==> src/rtl/instruction_fetch_unit.sv <==
// Program sequencer: holds a small instruction store and issues {opcode, a, b}
// words to the ALU datapath one per valid/ready handshake after start.
module instruction_fetch_unit #(
    parameter int unsigned ADDR_W  = 4,
    parameter int unsigned INSTR_W = 19
) (
    input  logic                clk,
    input  logic                rst,
    input  logic                load_en,
    input  logic [ADDR_W-1:0]   load_addr,
    input  logic [INSTR_W-1:0]  load_data,
    input  logic [ADDR_W:0]     prog_len,
    input  logic                start,
    output logic                issue_valid,
    input  logic                issue_ready,
    output logic [2:0]          opcode_out,
    output logic [7:0]          a_out,
    output logic [7:0]          b_out,
    output logic [ADDR_W-1:0]   pc_out,
    output logic                busy,
    output logic                done
);

    localparam int unsigned DEPTH = 1 << ADDR_W;
    localparam int unsigned LEN_W = ADDR_W + 1;

    typedef enum logic [1:0] {
        S_IDLE,
        S_FETCH,
        S_ISSUE,
        S_DONE
    } state_e;

    state_e               state_q, state_d;
    logic [ADDR_W-1:0]    pc_q, pc_d;
    logic [LEN_W-1:0]     len_q, len_d;
    logic                 valid_q, valid_d;
    logic [INSTR_W-1:0]   instr_q, instr_d;
    logic                 busy_q, busy_d;
    logic                 done_q, done_d;

    logic [INSTR_W-1:0]   mem_q [DEPTH];

    // Program store has no reset so its contents survive rst.
    always_ff @(posedge clk) begin
        if (load_en && (state_q == S_IDLE)) begin
            mem_q[load_addr] <= load_data;
        end
    end

    always_ff @(posedge clk or negedge rst) begin
        if (!rst) begin
            state_q <= S_IDLE;
            pc_q    <= '0;
            len_q   <= '0;
            valid_q <= 1'b0;
            instr_q <= '0;
            busy_q  <= 1'b0;
            done_q  <= 1'b0;
        end else begin
            state_q <= state_d;
            pc_q    <= pc_d;
            len_q   <= len_d;
            valid_q <= valid_d;
            instr_q <= instr_d;
            busy_q  <= busy_d;
            done_q  <= done_d;
        end
    end

    always_comb begin
        state_d = state_q;
        pc_d    = pc_q;
        len_d   = len_q;
        valid_d = valid_q;
        instr_d = instr_q;
        unique case (state_q)
            S_IDLE: begin
                if (start) begin
                    // Lengths beyond the store depth run the whole store once.
                    len_d   = (prog_len > LEN_W'(DEPTH)) ? LEN_W'(DEPTH) : prog_len;
                    pc_d    = '0;
                    state_d = (prog_len == '0) ? S_DONE : S_FETCH;
                end
            end
            S_FETCH: begin
                instr_d = mem_q[pc_q];
                valid_d = 1'b1;
                state_d = S_ISSUE;
            end
            S_ISSUE: begin
                if (issue_ready) begin
                    valid_d = 1'b0;
                    if ((LEN_W'(pc_q) + LEN_W'(1)) == len_q) begin
                        state_d = S_DONE;
                    end else begin
                        pc_d    = pc_q + ADDR_W'(1);
                        state_d = S_FETCH;
                    end
                end
            end
            S_DONE: begin
                state_d = S_IDLE;
            end
            default: begin
                state_d = S_IDLE;
            end
        endcase
        busy_d = (state_d != S_IDLE);
        done_d = (state_d == S_DONE);
    end

    assign issue_valid = valid_q;
    assign opcode_out  = instr_q[18:16];
    assign a_out       = instr_q[15:8];
    assign b_out       = instr_q[7:0];
    assign pc_out      = pc_q;
    assign busy        = busy_q;
    assign done        = done_q;

endmodule

==> config.mk <==
export PLATFORM = sky130hd
export DESIGN_NAME = instruction_fetch_unit
export DESIGN_NICKNAME = d
export VERILOG_FILES = /design/src/rtl/instruction_fetch_unit.sv
export SDC_FILE = /design/constraint.sdc
export NUM_CORES = 1
export LEC_CHECK = 0
export ABC_AREA = 1
export CAP_MARGIN = 20
export CORE_MARGIN = 2
export CORE_UTILIZATION = 50
export DETAILED_ROUTE_END_ITERATION = 7
export HOLD_SLACK_MARGIN = 0.02
export PLACE_DENSITY = 0.76
export SLEW_MARGIN = 20
export SYNTH_ARGS = -nofsm -noshare
export SYNTH_HDL_FRONTEND = slang
export SYNTH_SLANG_ARGS = --single-unit
==> constraint.sdc <==
create_clock -name clk -period 3.05 [get_ports clk]
set_input_delay 0.4575 -clock clk [delete_from_list [all_inputs] [get_ports clk]]
set_output_delay 0.4575 -clock clk [all_outputs]
set_load 0.005 [all_outputs]
==> metrics, run 1 <==
status=finished clean; clk_lat worst skew=0.53 ns; io pins=59; f_max=394 MHz; CTS clk-pin slew, worst paths=0.06 ns; largest net degree at the start of global routing=80; Final Setup Violations=0; root buffer cell=clkbuf_16; Avg Vias per Cell=5.61; peak supply drop=0.594 mV; post-route worst setup slack=0.510 ns; most common library cells after synthesis=nand2_1 (397), edfxtp_1 (304), nand3_1 (239); DIE AREA=28,500 µm²; Sink Count=337; global-route wire length before repair=50,600 µm; Area after DPL=14,600 µm²; max_cap viols=0; synthesized area per cell=11.6 µm²; Slew Limit Fails=0; row count=60; HPWL Detailed=18,100 µm; Post-synth EDFFs=304; fin nets=1,270; postcts setup bufs=0; Tcrit/Tclk final=83.3%; Layout area overhead=16.4%; 1st-iter DRT viols=999; Netlist cell types=22; Clock Path Buffers=3; CP Data Arrival Time=2.08 ns; crit start category=register; TritonCTS Buffers=35; Initial Util=50.6%; Die H=169 µm; Synth warnings=0; top cells by area, synth=edfxtp_1 (67%), nand2_1 (11%), nand3_1 (8.8%); layout cells sized above 1=9.50%; post-cts gate resize count=0; DRT Pass-1 Iters=5; Synth Flop Type=edfxtp_1; overflow left after global routing=0; Max-slew headroom=36.3%; post-layout min period=2.54 ns; total core area=26,800 µm²; Crit. End Element=output pin; number of global-route vias before repair=8,735; synthesized flop and latch total=337; Worst Skew=0.00971 ns; gpl congestion=0.798; leak pwr=5.87 nW; largest area contributor in the netlist=edfxtp_1; worst slack, placed=0.572 ns; CTS Hold Buffers Added=0; Die X=169 µm; Seq/Total Area, Yosys=73.4%; DRC=0; final design utilization=58.9%; syn_nets=1,204; Req. time, crit path=2.59 ns; GR Util All Layers=23.6%; overall power=12.7 mW; share of Yosys cell area claimed by the top area cell type=67.3%; post-route cell area=15,800 µm²; antenna-violating nets left=0; ys async rst share=9.79%; worst hold path class=primary input to asynchronous set/reset pin; RSZ-0062 raised after global routing=false; mapped cell area=13,600 µm²; final hold vios=0; Crit Path Class=register to output pin; Fillers=2,071; cell with the most instances after synthesis=nand2_1; Ant. Diodes=0; CP Max Fanout=46; final WL=32,700 µm; Slew @ Worst Pin=0.955 ns; Buffers on Ports=58; CTS tree=built; Power Density=802 nW/µm²; Synth Instances=1,170; setup_tns=0 ns; drt wl/cell=20.4 µm; vias=9,006; initial antenna violation count=0; CTS H-tree lvls=2
[report_power, final]
group | switching [mW] | internal, mW | total (mW)
combinational | 1.87 | 1.02 | 2.88
sequential | 0.176 | 5.32 | 5.50
clock | 1.79 | 2.50 | 4.29
[cell families after synthesis]
| group | share of synthesized area [%] |
|---|---|
| AOI/OAI and AO/OA | 1.72 |
| xor gates and xnor gates | 0.129 |
| adders and majority gates | 0.0922 |
| buffers and inverters | 3.25 |
| DFF | 73.4 |
| and+or+nand+nor | 21.4 |
[state kept, by name (all words and copies together), names as in the netlist]
signal       flops
mem_q          304
instr_q         19
len_q            5
pc_out           4
state_q          2
busy             1
done             1
issue_valid      1
[worst paths after layout]
path	start	end	slack [ns]	cells after the start
worst max-delay path	pc_out[2]$_DFFE_PN0P_	pc_out[2]	0.51	2
worst min-delay path	rst	issue_valid$_DFFE_PN0P_	0.08	1
worst max register to register	pc_out[0]$_DFFE_PN0P_	instr_q[4]$_DFFE_PN0P_	0.83	8
worst min register to register	issue_valid$_DFFE_PN0P_	issue_valid$_DFFE_PN0P_	0.47	2
max in group asynchronous	rst	pc_out[0]$_DFFE_PN0P_	2.28	1
min in group clk	issue_valid$_DFFE_PN0P_	issue_valid$_DFFE_PN0P_	0.47	2
[layout make-up]
type	count	area, µm²	area share, %
Sequential cell	337	9960	63.1
Multi-Input combinational cell	737	3210	20.4
Clock buffer	42	942	5.97
Timing Repair Buffer	96	911	5.77
Tap cell	341	427	2.70
Clock inverter	22	226	1.43
Inverter	29	111	0.705
[cell usage in the layout (no fill, tap or decap), types with 4 or more instances in the layout]
cell type / Yosys / routed
a21oi_1: 39 / 39
buf_12: 0 / 4
buf_4: 10 / 34
clkbuf_16: 0 / 35
clkbuf_8: 0 / 4
clkdlybuf4s50_1: 0 / 57
clkinv_1: 0 / 5
clkinv_2: 0 / 7
dfrtp_1: 33 / 30
edfxtp_1: 304 / 304
inv_1: 27 / 27
nand2_1: 397 / 397
nand3_1: 239 / 239
nor2_1: 47 / 30
nor2_2: 1 / 18
o22ai_1: 4 / 4
[layer usage]
metal / share of wire, % / vias up / wire length [µm] / GRT usage [%]
met5: 0 / - / 0 / 0
met3: 8.0 / 76 / 2630 / 4.19
met1: 42 / 4308 / 13800 / 33.3
met4: 3.2 / 0 / 1050 / 7.83
met2: 47 / 427 / 15300 / 37.5
li1: - / 4195 / - / -
[worst max-delay path, stage by stage (launching register included)]
cell             delay (ns)
dfrtp_2                0.36
buf_4                  0.57
clkdlybuf4s50_1        0.63
[metrics by stage]
stage	instances	hold WS, ns
3_5_place_dp	1540	0.458
4_1_cts	1604	0.0938
3_3_place_gp	1540	0.458
5_1_grt	1604	0.131
2_1_floorplan	1170	0.162
6_report	1604	0.0829
Note: power is estimated with default switching activity, not from simulation.
==> run 2, diff against run 1 <==
--- a/config.mk
+++ b/config.mk
@@ -11,7 +11,7 @@
 export CORE_UTILIZATION = 50
 export DETAILED_ROUTE_END_ITERATION = 7
 export HOLD_SLACK_MARGIN = 0.02
-export PLACE_DENSITY = 0.76
+export PLACE_DENSITY = 0.78
 export SLEW_MARGIN = 20
 export SYNTH_ARGS = -nofsm -noshare
 export SYNTH_HDL_FRONTEND = slang
==> constraint.sdc (replaced) <==
create_clock -name clk -period 2.1 [get_ports clk]
set_input_delay 0.315 -clock clk [delete_from_list [all_inputs] [get_ports clk]]
set_output_delay 0.315 -clock clk [all_outputs]
set_load 0.005 [all_outputs]
==> run 2 against run 1 <==
Effect of this change:
- cell area is 2.1% higher
- die area stayed put
- critical path depth is 6 higher
- sequential cell count stayed put
- register-to-register slack worse by 0.71 ns
- combinational power is 56% higher
- largest power group unchanged
- highest routed layer unchanged
==> metrics, run 2 (same netlist as run 1, synthesis figures left out) <==
Avg Vias per Cell=5.72; vias=9,289; Tcrit/Tclk final=94.1%; global-route wire length before repair=51,800 µm; Reg2Reg Setup Slack=0.12 ns; hold endpoint=len_q[2]$_DFFE_PN0P_; Worst Skew=0.0307 ns; hold depth=3; crit start category=register; worst reg-to-reg path cell count=8; Clock Path Buffers=3; CP Data Arrival Time=2.41 ns; Slew Limit Fails=0; DRC=0; GR Util All Layers=24.3%; io pins=59; Die H=169 µm; gpl congestion=0.898; Reg area=9960 µm²; worst r2r dst=instr_q[13]$_DFFE_PN0P_; postcts setup bufs=0; hold path startpoint=prog_len[2]; f_max=506 MHz; CTS tree=built; final hold vios=0; antenna-violating nets left=0; Buffers on Ports=58; setup_tns=0 ns; clk_lat worst skew=0.54 ns; switching power=5.62 mW; Sink Count=337; DIE AREA=28,500 µm²; Crit. End Element=register; number of global-route vias before repair=9,172; Comb power frac=24.2%; overflow left after global routing=0; Max-slew headroom=41.5%; most frequent cells in the layout=nand2_1 (397), edfxtp_1 (304), nand3_1 (239); TritonCTS Buffers=34; clock network power share=32.9%; status=finished clean; worst hold path class=primary input to register; largest net degree at the start of global routing=96; Final Setup Violations=0; max_cap viols=0; CP Max Fanout=51; Power Density=1160 nW/µm²; final WL=33,700 µm; DRT Pass-1 Iters=5; post-cts gate resize count=0; dpl cells=1,564; number of flip-flops in the largest register=304; Layout area overhead=18.9%; Crit Path Class=register to register; 1st-iter DRT viols=1,161; Ant. Diodes=0; non-filler cells, final=1,625; layout cells sized above 1=10.7%; Req. time, crit path=2.53 ns; Slew @ Worst Pin=0.878 ns; peak supply drop=0.827 mV; CTS clk-pin slew, worst paths=0.06 ns; CTS H-tree lvls=2; sequential power share=43.0%; fin nets=1,294; post-layout min period=1.98 ns; Worst R2R Start=pc_out[0]$_DFFE_PN0P_; drt wl/cell=20.7 µm; switching part of the total power=30.2%; total core area=26,800 µm²; overall power=18.6 mW; post-route cell area=16,100 µm²; commonest non-fill, non-tap cell in the layout=nand2_1; row count=60; Fillers=1,997; WHS=0.412 ns; internal power=13.0 mW; area taken by multi-input logic gates=3210 µm²; Top reg by flops=mem_q; Die X=169 µm; Initial Util=50.6%; initial antenna violation count=0; leak pwr=6.04 nW; HPWL Detailed=20,500 µm; root buffer cell=clkbuf_16; Area after DPL=15,000 µm²; RSZ-0062 raised after global routing=false; Largest regs=mem_q (304), instr_q (19), len_q (5)
## run 2: changes by cell type in the layout (fill, tap and decap cells not counted), moves of 2 or more
cell,delta
clkinv_2,-2
buf_4,+10
clkinv_8,+2
clkinv_1,+2
clkinvlp_4,-3
inv_16,-2
buf_12,+14
## run 2: final cells by class
class                      count  area share (%)
timing repair buffer         121            7.91
clock inverter                18            1.26
inverter                      29           0.691
clock buffer                  42            5.78
sequential                   337            61.8
tap                          341            2.65
multi-input combinational    737            19.9
## run 2: worst max path at each step
stage                               to  slack [ns]  cells after the start             startpoint
6_report       instr_q[13]$_DFFE_PN0P_        0.12                      8  pc_out[0]$_DFFE_PN0P_
4_1_cts                      pc_out[2]        0.18                      1  pc_out[2]$_DFFE_PN0P_
3_3_place_gp     mem_q[6][3]$_DFFE_PP_        0.15                      8                load_en
2_1_floorplan   mem_q[10][0]$_DFFE_PP_       -0.01                      5   state_q[1]$_DFF_PN0_
3_5_place_dp     mem_q[6][3]$_DFFE_PP_        0.15                      8                load_en
5_1_grt        instr_q[13]$_DFFE_PN0P_        0.03                      8  pc_out[0]$_DFFE_PN0P_
## run 2: repair_timing
| item | CTS | global route |
|---|---|---|
| setup endpoints to repair | 0 | 0 |
| hold buffers | 1 | 0 |
| hold endpoints to repair | 33 | 0 |
## run 2: power by group through the flow
stage          combinational (mW)  clock, mW  sequential, mW
3_3_place_gp                 4.29          0            8.13
2_1_floorplan                2.60          0            8.05
6_report                     4.50       6.12            8.00
4_1_cts                      4.46       6.17            8.00
5_1_grt                      5.00       6.48            8.03
3_5_place_dp                 4.39          0            8.14
## run 2: critical path: stages, from the launching register on
cell and delay, ns:
dfrtp_4 0.57, inv_4 0.30, buf_12 0.29, nand2_1 0.08
nand3_1 0.13, nand3_1 0.11, nand2_1 0.07, nand2_1 0.15
a21oi_1 0.19
## run 2: per-layer routing
| metal | share of wire [%] | up-vias | GRT usage (%) |
|---|---|---|---|
| li1 | - | 4249 | - |
| met1 | 39 | 4419 | 33.4 |
| met2 | 47 | 555 | 39.1 |
| met3 | 12 | 66 | 5.07 |
| met4 | 2.7 | 0 | 8.17 |
| met5 | 0 | - | 0 |
## run 2: stage by stage
step | util, % | worst slack (ns)
final | 60.2 | 0.125
after global routing | 60.2 | 0.0265
after CTS | 60.2 | 0.183
after detailed placement | 55.9 | 0.148
after global placement | 55.9 | 0.147
after floorplan | - | -0.0118
==> run 3, diff against run 2 <==
--- a/config.mk
+++ b/config.mk
@@ -8,10 +8,10 @@
 export ABC_AREA = 1
 export CAP_MARGIN = 20
 export CORE_MARGIN = 2
-export CORE_UTILIZATION = 50
+export CORE_UTILIZATION = 54
 export DETAILED_ROUTE_END_ITERATION = 7
 export HOLD_SLACK_MARGIN = 0.02
-export PLACE_DENSITY = 0.78
+export PLACE_DENSITY = 0.83
 export SLEW_MARGIN = 20
 export SYNTH_ARGS = -nofsm -noshare
 export SYNTH_HDL_FRONTEND = slang
==> run 3 against run 2 <==
Effect of this change:
- combinational power up 3%
- utilization up 4.9 points
- critical path depth down 7
- sequential share of layout area down 0.26 points
- wire length up 2.1%
- register-to-register slack better by 0.04 ns
- count of clock-buffer cells in the layout down 1
- global-route usage up 2.0 points
- total power up 1.5%
- via count up 2.4%
- critical endpoint is now pc_out[2]
- largest cell class unchanged
==> metrics, run 3 (same netlist as run 1, synthesis figures left out) <==
crit-path leading delay family=flip-flops; Die X=163 µm; Ant. Diodes=0; Buffers on Ports=58; initial antenna violation count=0; CP Data Arrival Time=1.69 ns; switching power=5.65 mW; internal power=13.3 mW; overflow left after global routing=0; io pins=59; DIE AREA=26,400 µm²; setup_tns=0 ns; Max-slew headroom=48.6%; Clock Path Buffers=3; CTS clk-pin slew, worst paths=0.06 ns; 1st-iter DRT viols=1,243; status=finished clean; DRT Pass-1 Iters=6; Reg2Reg Setup Slack=0.16 ns; Die H=163 µm; clk_lat worst skew=0.51 ns; TritonCTS Buffers=34; final hold vios=0; global-route wire length before repair=52,700 µm; GR Util All Layers=26.4%; CP max stage delay=0.61 ns; switching part of the total power=29.9%; post-layout min period=2.00 ns; root buffer cell=clkbuf_16; Tcrit/Tclk final=95.4%; f_max=499 MHz; clock network power share=33.3%; Initial Util=54.5%; worst hold path class=primary input to asynchronous set/reset pin; Req. time, crit path=1.78 ns; leak pwr=6.05 nW; total core area=24,900 µm²; number of flip-flops in the largest register=304; crit start category=register; Worst Skew=0.0144 ns; RSZ-0062 raised after global routing=false; WP buf/inv=1; Slew Limit Fails=0; final WL=34,400 µm; Crit Path Class=register to output pin; worst path cell trace=clkdlybuf4s50_1; DRC=0; CTS H-tree lvls=2; Comb power frac=24.6%; gpl congestion=0.893; most frequent cells in the layout=nand2_1 (397), edfxtp_1 (304), nand3_1 (239); vias=9,512; Worst R2R Start=state_q[1]$_DFF_PN0_; Sink Count=337; Largest regs=mem_q (304), instr_q (19), len_q (5); antenna-violating nets left=0; Top reg by flops=mem_q; fin nets=1,288; Crit. End Element=output pin; max_cap viols=0; Slew @ Worst Pin=0.769 ns; row count=58; peak supply drop=0.759 mV; number of global-route vias before repair=9,569; Final Setup Violations=0; overall power=18.9 mW; drt wl/cell=21.4 µm; CP Max Fanout=21; layout cells sized above 1=10.3%; Setup crit start=pc_out[2]$_DFFE_PN0P_; CTS tree=built; Avg Vias per Cell=5.92; Power Density=1170 nW/µm²; HPWL Detailed=20,200 µm; Layout area overhead=19.4%; sequential power share=42.1%; largest net degree at the start of global routing=105; crit path max-delay cell type=dfrtp_4; Fillers=1,672; commonest non-fill, non-tap cell in the layout=nand2_1
## run 3: metal layers
layer | track usage (%) | vias up | part of all wire, %
met5 | 0 | - | 0
met4 | 11.9 | 0 | 4.5
met3 | 4.48 | 123 | 11
met2 | 44.4 | 647 | 48
met1 | 33.8 | 4510 | 36
li1 | - | 4232 | -
## run 3: metrics by stage
stage | std cells | utilization (%) | worst slack [ns] | instance area, µm² | hold WS, ns
2_1_floorplan | 1170 | - | -0.0118 | 13600 | 0.0194
3_3_place_gp | 1544 | 60.0 | 0.0320 | 14900 | 0.321
3_5_place_dp | 1544 | 60.0 | 0.0665 | 14900 | 0.325
4_1_cts | 1607 | 65.0 | 0.00721 | 16200 | 0.333
5_1_grt | 1608 | 65.1 | 0.0368 | 16200 | 0.374
6_report | 1608 | 65.1 | 0.0968 | 16200 | 0.322
## run 3: path summary, 6_finish.rpt
path / end / cells past startpoint
max: pc_out[2] / 1
max reg2reg: mem_q[7][10]$_DFFE_PP_ / 7
min: len_q[2]$_DFFE_PN0P_ / 2
min reg2reg: issue_valid$_DFFE_PN0P_ / 2
max in group asynchronous: instr_q[9]$_DFFE_PN0P_ / 3
min in group clk: len_q[2]$_DFFE_PN0P_ / 3
## run 3: area by class of cell
class                           count  area [µm²]  share of cell area (%)
Clock buffer                       41         941                    5.81
Timing Repair Buffer              115        1340                    8.27
Clock inverter                     19         218                    1.34
Multi-Input combinational cell    737        3210                    19.8
Tap cell                          330         413                    2.55
Sequential cell                   337        9960                    61.5
Inverter                           29         111                   0.688
## run 3: power groups by stage
stage	Combinational, mW	Sequential [mW]	Clock (mW)
6_report	4.65	7.96	6.29
5_1_grt	5.05	8.00	6.58
4_1_cts	4.57	7.98	6.31
3_5_place_dp	4.34	8.10	0
3_3_place_gp	4.23	8.09	0
2_1_floorplan	2.60	8.05	0
## run 3: what timing repair did
action                     4_1_cts  5_1_grt
gates resized for setup          1        1
setup endpoints to repair        1        2
buffers inserted                 0        1
cloned                           2        0
hold buffers                     1        0
hold endpoints to repair        23        0
